<file path="src/rtl/uart_pkg.sv">
`default_nettype none
// ============================================================================
//  Module      : uart_pkg
//  Description : Constants shared by the UART transmitter and receiver.
//  Revision    : 1.0  initial release
// ============================================================================
package uart_pkg;

    // Last baud counter value per bit: 50 MHz system clock, 9600 baud
    localparam int BAUD_END_9600 = 5207;
    // Short bit time used when simulating the link
    localparam int BAUD_END_SIM  = 56;
    // Index of the last data bit; bit 0 is the start bit
    localparam int BIT_END       = 8;
    // Width of one character
    localparam int DATA_W        = 8;

    // Baud counter value at which a bit is sampled (middle of the bit)
    function automatic int baud_mid(input int baud_end);
        return baud_end / 2 - 1;
    endfunction

endpackage : uart_pkg
`default_nettype wire

</file>
<file path="src/rtl/uart_rx_sync.sv">
`default_nettype none
// ============================================================================
//  Module      : uart_rx_sync
//  Description : Three-flop synchroniser for the asynchronous serial line
//                plus a falling-edge detector on the synchronised copy.
//  Revision    : 1.0  initial release
// ============================================================================
module uart_rx_sync (
    input  logic sclk,
    input  logic s_rst,
    input  logic din,
    output logic dout,
    output logic fall
);

    logic r_rx1;
    logic r_rx2;
    logic r_rx3;

    // Resynchronise the line; reset to the idle (high) level so that a
    // reset never looks like a start edge
    always_ff @(posedge sclk) begin
        if (s_rst) begin
            r_rx1 <= 1'b1;
            r_rx2 <= 1'b1;
            r_rx3 <= 1'b1;
        end else begin
            r_rx1 <= din;
            r_rx2 <= r_rx1;
            r_rx3 <= r_rx2;
        end
    end

    assign dout = r_rx2;
    assign fall = r_rx3 & ~r_rx2;

endmodule : uart_rx_sync
`default_nettype wire

</file>
<file path="src/rtl/uart_rx.sv">
`default_nettype none
// ============================================================================
//  Module      : uart_rx
//  Description : RS-232 8N1 receiver, LSB first. Produces a parallel byte
//                and a one-cycle valid strobe. One bit lasts BAUD_END+1
//                sclk cycles; every bit is sampled once near its middle.
//                Optional macro UART_RX_FRAME_CHK_EN adds a stop-bit sample
//                and a one-cycle frame_err pulse on a bad stop bit.
//  Revision    : 1.0  initial release
// ============================================================================
module uart_rx
    import uart_pkg::*;
#(
    parameter int BAUD_END = BAUD_END_9600,
    parameter int BAUD_M   = baud_mid(BAUD_END)
) (
    input  logic              sclk,
    input  logic              s_rst,
    input  logic              rs232_rx,
    output logic [DATA_W-1:0] po_data,
    output logic              po_flag,
    output logic              frame_err
);

    localparam int c_CNT_W = $clog2(BAUD_END + 1);
    localparam int c_BIT_W = 4;

    localparam logic [c_CNT_W-1:0] c_BAUD_END = c_CNT_W'(BAUD_END);
    localparam logic [c_CNT_W-1:0] c_BAUD_M   = c_CNT_W'(BAUD_M);
    localparam logic [c_BIT_W-1:0] c_BIT_END  = c_BIT_W'(BIT_END);

`ifdef UART_RX_FRAME_CHK_EN
    // The frame ends on the stop-bit sample; the byte is complete in the
    // shift register by then, so all DATA_W bits are kept.
    localparam logic [c_BIT_W-1:0] c_LAST_BIT = c_BIT_W'(BIT_END + 1);
    localparam int                 c_SHIFT_W  = DATA_W;
`else
    // The frame ends on the last data sample; the byte is taken straight
    // from the shift input, so the register never needs the oldest bit.
    localparam logic [c_BIT_W-1:0] c_LAST_BIT = c_BIT_W'(BIT_END);
    localparam int                 c_SHIFT_W  = DATA_W - 1;
`endif

    logic                 w_rx;
    logic                 w_fall;
    logic                 r_rx_flag;
    logic [c_CNT_W-1:0]   r_baud_cnt;
    logic                 r_bit_flag;
    logic [c_BIT_W-1:0]   r_bit_cnt;
    logic [c_SHIFT_W-1:0] r_shift;
    logic [DATA_W-1:0]    r_po_data;
    logic                 r_po_flag;

    logic                 w_sample;
    logic                 w_glitch;
    logic                 w_data_bit;
    logic                 w_end;
    logic                 w_good;
    logic [DATA_W-1:0]    w_shift_next;
    logic [DATA_W-1:0]    w_out_data;

    uart_rx_sync u_sync (
        .sclk  (sclk),
        .s_rst (s_rst),
        .din   (rs232_rx),
        .dout  (w_rx),
        .fall  (w_fall)
    );

    assign w_sample   = r_rx_flag & r_bit_flag;
    // A start bit that reads high at mid-bit was only a glitch
    assign w_glitch   = w_sample & (r_bit_cnt == '0) & w_rx;
    assign w_data_bit = w_sample & (r_bit_cnt != '0) & (r_bit_cnt <= c_BIT_END);
    assign w_end      = w_sample & (r_bit_cnt == c_LAST_BIT);

    // New bit enters at the top; the first bit received ends up as the LSB
    assign w_shift_next = {w_rx, r_shift[c_SHIFT_W-1 -: DATA_W-1]};

`ifdef UART_RX_FRAME_CHK_EN
    logic w_bad;
    logic r_frame_err;

    assign w_good     = w_end & w_rx;
    assign w_bad      = w_end & ~w_rx;
    assign w_out_data = r_shift;

    // Flag a stop bit that reads low
    always_ff @(posedge sclk) begin
        if (s_rst) begin
            r_frame_err <= 1'b0;
        end else begin
            r_frame_err <= w_bad;
        end
    end

    assign frame_err = r_frame_err;
`else
    assign w_good     = w_end;
    assign w_out_data = w_shift_next;
    assign frame_err  = 1'b0;
`endif

    // Frame-in-progress flag: armed by a start edge, dropped on a glitch or
    // on the final sample of the frame
    always_ff @(posedge sclk) begin
        if (s_rst) begin
            r_rx_flag <= 1'b0;
        end else if (!r_rx_flag) begin
            if (w_fall) begin
                r_rx_flag <= 1'b1;
            end
        end else if (w_glitch || w_end) begin
            r_rx_flag <= 1'b0;
        end
    end

    // Bit-period counter, parked at zero between frames
    always_ff @(posedge sclk) begin
        if (s_rst || !r_rx_flag) begin
            r_baud_cnt <= '0;
        end else if (r_baud_cnt == c_BAUD_END) begin
            r_baud_cnt <= '0;
        end else begin
            r_baud_cnt <= r_baud_cnt + 1'b1;
        end
    end

    // Mid-bit sample strobe, one cycle after the counter hits its midpoint
    always_ff @(posedge sclk) begin
        if (s_rst) begin
            r_bit_flag <= 1'b0;
        end else begin
            r_bit_flag <= r_rx_flag && (r_baud_cnt == c_BAUD_M);
        end
    end

    // Index of the bit being sampled; cleared together with the frame flag
    always_ff @(posedge sclk) begin
        if (s_rst || !r_rx_flag || w_glitch || w_end) begin
            r_bit_cnt <= '0;
        end else if (w_sample) begin
            r_bit_cnt <= r_bit_cnt + 1'b1;
        end
    end

    // Collect data bits LSB first
    always_ff @(posedge sclk) begin
        if (s_rst) begin
            r_shift <= '0;
        end else if (w_data_bit) begin
            r_shift <= w_shift_next[DATA_W-1 -: c_SHIFT_W];
        end
    end

    // Publish a completed byte with a one-cycle strobe; hold it otherwise
    always_ff @(posedge sclk) begin
        if (s_rst) begin
            r_po_data <= '0;
            r_po_flag <= 1'b0;
        end else begin
            r_po_flag <= w_good;
            if (w_good) begin
                r_po_data <= w_out_data;
            end
        end
    end

    assign po_data = r_po_data;
    assign po_flag = r_po_flag;

endmodule : uart_rx
`default_nettype wire

</file>
<file path="config.mk">
export PLATFORM = sky130hd
export DESIGN_NAME = uart_rx
export DESIGN_NICKNAME = d
export VERILOG_FILES = /design/src/rtl/uart_pkg.sv /design/src/rtl/uart_rx_sync.sv /design/src/rtl/uart_rx.sv
export SDC_FILE = /design/constraint.sdc
export NUM_CORES = 1
export LEC_CHECK = 0
export ABC_AREA = 1
export CELL_PAD_IN_SITES_DETAIL_PLACEMENT = 1
export CELL_PAD_IN_SITES_GLOBAL_PLACEMENT = 2
export CORE_MARGIN = 2
export CORE_UTILIZATION = 30
export CTS_CLUSTER_SIZE = 16
export DETAILED_ROUTE_END_ITERATION = 7
export PLACE_DENSITY = 0.73
export SLEW_MARGIN = 30
export SYNTH_ARGS = -nofsm -noshare
export SYNTH_HDL_FRONTEND = slang
export SYNTH_SLANG_ARGS = --single-unit
</file>
<file path="constraint.sdc">
create_clock -name sclk -period 1.6 [get_ports sclk]
set_input_delay 0.24 -clock sclk [delete_from_list [all_inputs] [get_ports sclk]]
set_output_delay 0.24 -clock sclk [all_outputs]
set_load 0.01 [all_outputs]
</file>
==> metrics <==
status completed; critical path's top delay family simple AND/OR/NAND/NOR gates; clock buffer depth 2; initial antenna violation count 0; Buf+Inv Stages, Crit Path 1; critical path class reg -> reg; Setup Fix Bufs, Post-CTS 0; pin count of the biggest net entering global routing 20; Hold-fix buffers, CTS 0; die area 6382 sq um; CTS Root Cell clkbuf_8; via count 1430; Hold Crit Class reg -> reg; WL per Instance 12.25 um; sw frac 0.2115; I/O Buffers 11; Die Height 79.89 um; RSZ-0062 raised after global routing no; delay of the slowest critical-path stage 0.34 ns; Area Growth Syn to Fin 17.23%; core area 5540 sq um; final total power 1.811 mW; Crit Path Max Fanout 10; drt pass-1 iters 4; most numerous cell on the critical path nand2_4; CTS Buf Count 5; Reg clk slew, reported paths 0.07 ns; IO Pins 13; sw power 383.1 uW; Worst Path Required 1.78 ns; Clock Skew 0.01032 ns; GRT Total Usage 0.1367; final hold violation count 0; diode count 0; Clk pwr share 0.454; Peak VDD IR 0.4463 mV; initial DRC count 55; FF+latch count, synth 38; Clock Sinks 38; global-route wire length before repair 6693 um; share of layout cells above drive strength 1 0.1447; Period Utilization, post-route 0.8914; P_leak 0.6681 nW; Nets 241; ys flop type dfxtp_1; Power Density 894.1 nW/um^2; Post-DP HPWL 2831 um; Max Cap Viol 0; Placer Congestion 0.7063; Final Slew Violations 0; Tmin final 1.426 ns; residual DRC count 0; P_int 1.428 mW; Placed Area 1912 sq um; sequential share of the synthesized area 0.4403; CTS tree yes; routed vias/inst 4.658; Crit. End Element flip-flop; initial core utilization 0.3119; row cnt 27; post-synth net total 227; Finish-stage setup viols 0; combinational power share 0.020; CP Cell Sequence inv_1 -> ha_1 -> nand2_4 -> nor2_8 -> nand2_4 -> o211ai_4 -> nand2_2; max frequency 0.7011 GHz; Setup Total Neg Slack 0 ns; yosys warns 0; distinct cell type count of the synthesized netlist 26; asr flop ratio synth 0; Worst Path Arrival 1.60 ns; final instance area 2026 sq um; Total Routed Length 3761 um; post-CTS sizing 0; die width 79.89 um; Synth Cell Area 1728 sq um; Mapped Cells 220; Max stage delay cell, worst path dfxtp_1; htree depth 2; most frequent cells in the layout nand2_1, dfxtp_1, a21oi_1, nor2_1, nand3_1; most common cell after layout, fill and taps aside nand2_1; Post-DRT Antenna Nets 0; Syn Area/Cell 7.854 sq um; Skew-Pair Late Insertion Delay 0.30 ns; vias in the first global route 1453; Reg power frac 0.527; Worst Setup Start Kind flip-flop; EDFF count, synth 0; total gr overflow 0
## flip-flops by register name (all words and copies together), names as in the netlist
register	flops
po_flag	1
u_sync.r_rx1	1
u_sync.r_rx3	1
u_sync.dout	1
po_data	8
r_rx_flag	1
r_baud_cnt	13
r_bit_flag	1
r_shift	7
r_bit_cnt	4
## cell usage after synthesis (2+ instances only)
library cell / instances / area, sq um
inv_1: 15 / 56.30
nand2_1: 49 / 183.9
a21oi_1: 21 / 105.1
dfxtp_1: 38 / 760.7
nand3_1: 19 / 95.09
buf_4: 2 / 15.01
nand4_1: 14 / 87.58
or2_2: 2 / 12.51
nor2_2: 7 / 43.79
buf_6: 2 / 22.52
xnor2_1: 2 / 17.52
nand2_4: 3 / 33.78
inv_2: 4 / 15.01
nand2_2: 3 / 18.77
buf_2: 2 / 10.01
ha_1: 4 / 50.05
nor2_1: 21 / 78.83
xor2_1: 4 / 35.03
## final cells by class
cell class	instances	area [sq um]
Clock buffer	5	68.82
Clock inverter	3	45.04
Fill cell	688	3515
Inverter	19	71.32
Multi-Input combinational cell	156	844.6
Sequential cell	38	760.7
Tap cell	72	90.09
Timing Repair Buffer	14	145.1
## logic make-up (layout without fill, tap and decap cells)
kind of cell | count (synthesis) | after routing | synth area share
AND/OR/NAND/NOR | 122 | 122 | 0.3512
XOR/XNOR | 6 | 6 | 0.03041
AO/OA/AOI/OAI | 23 | 23 | 0.07603
other | 1 | 1 | 0.002170
flip-flops | 38 | 38 | 0.4403
buffers and inverters | 26 | 41 | 0.07095
adder cells (fa/ha/maj) | 4 | 4 | 0.02897
## path summary, 6_finish.rpt
kind	startpoint	endpoint	slack, ns	depth (start not counted)
worst min register to register	u_sync.r_rx1$_SDFF_PP1_	u_sync.dout$_SDFF_PP1_	0.41	1
worst max register to register	r_bit_cnt[0]$_SDFFE_PP0P_	r_rx_flag$_SDFF_PP0_	0.17	7
worst max-delay path	r_bit_cnt[0]$_SDFFE_PP0P_	r_rx_flag$_SDFF_PP0_	0.17	7
worst min-delay path	u_sync.r_rx1$_SDFF_PP1_	u_sync.dout$_SDFF_PP1_	0.41	1
## power by group through the flow
| stage | Clock [mW] | Sequential [mW] | Combinational (mW) |
|---|---|---|---|
| 6_report | 0.822 | 0.954 | 0.0356 |
| 5_1_grt | 0.896 | 0.955 | 0.0394 |
| 4_1_cts | 0.855 | 0.954 | 0.0368 |
| 3_5_place_dp | 0 | 0.976 | 0.0368 |
| 3_3_place_gp | 0 | 0.976 | 0.0367 |
| 2_1_floorplan | 0 | 0.975 | 0.0238 |
## routing by layer
layer  global-route usage  vias up  share of wire
met1               0.1725      672           0.50
met3              0.03733        5          0.024
met2               0.2167        9           0.45
met4              0.06102        0          0.020
li1                     -      744              -
met5                    0        -              0
## metrics by stage
step	hold slack, ns	cells	worst slack [ns]	util
finish	0.4113	307	0.1738	0.3656
global route	0.4409	307	0.03554	0.3656
CTS	0.4135	307	0.1465	0.3656
detailed placement	0.3952	299	0.1572	0.3451
global placement	0.3957	299	0.1596	0.3451
floorplan	0.3438	220	0.3274	-
Note: power is estimated with default switching activity, not from simulation.
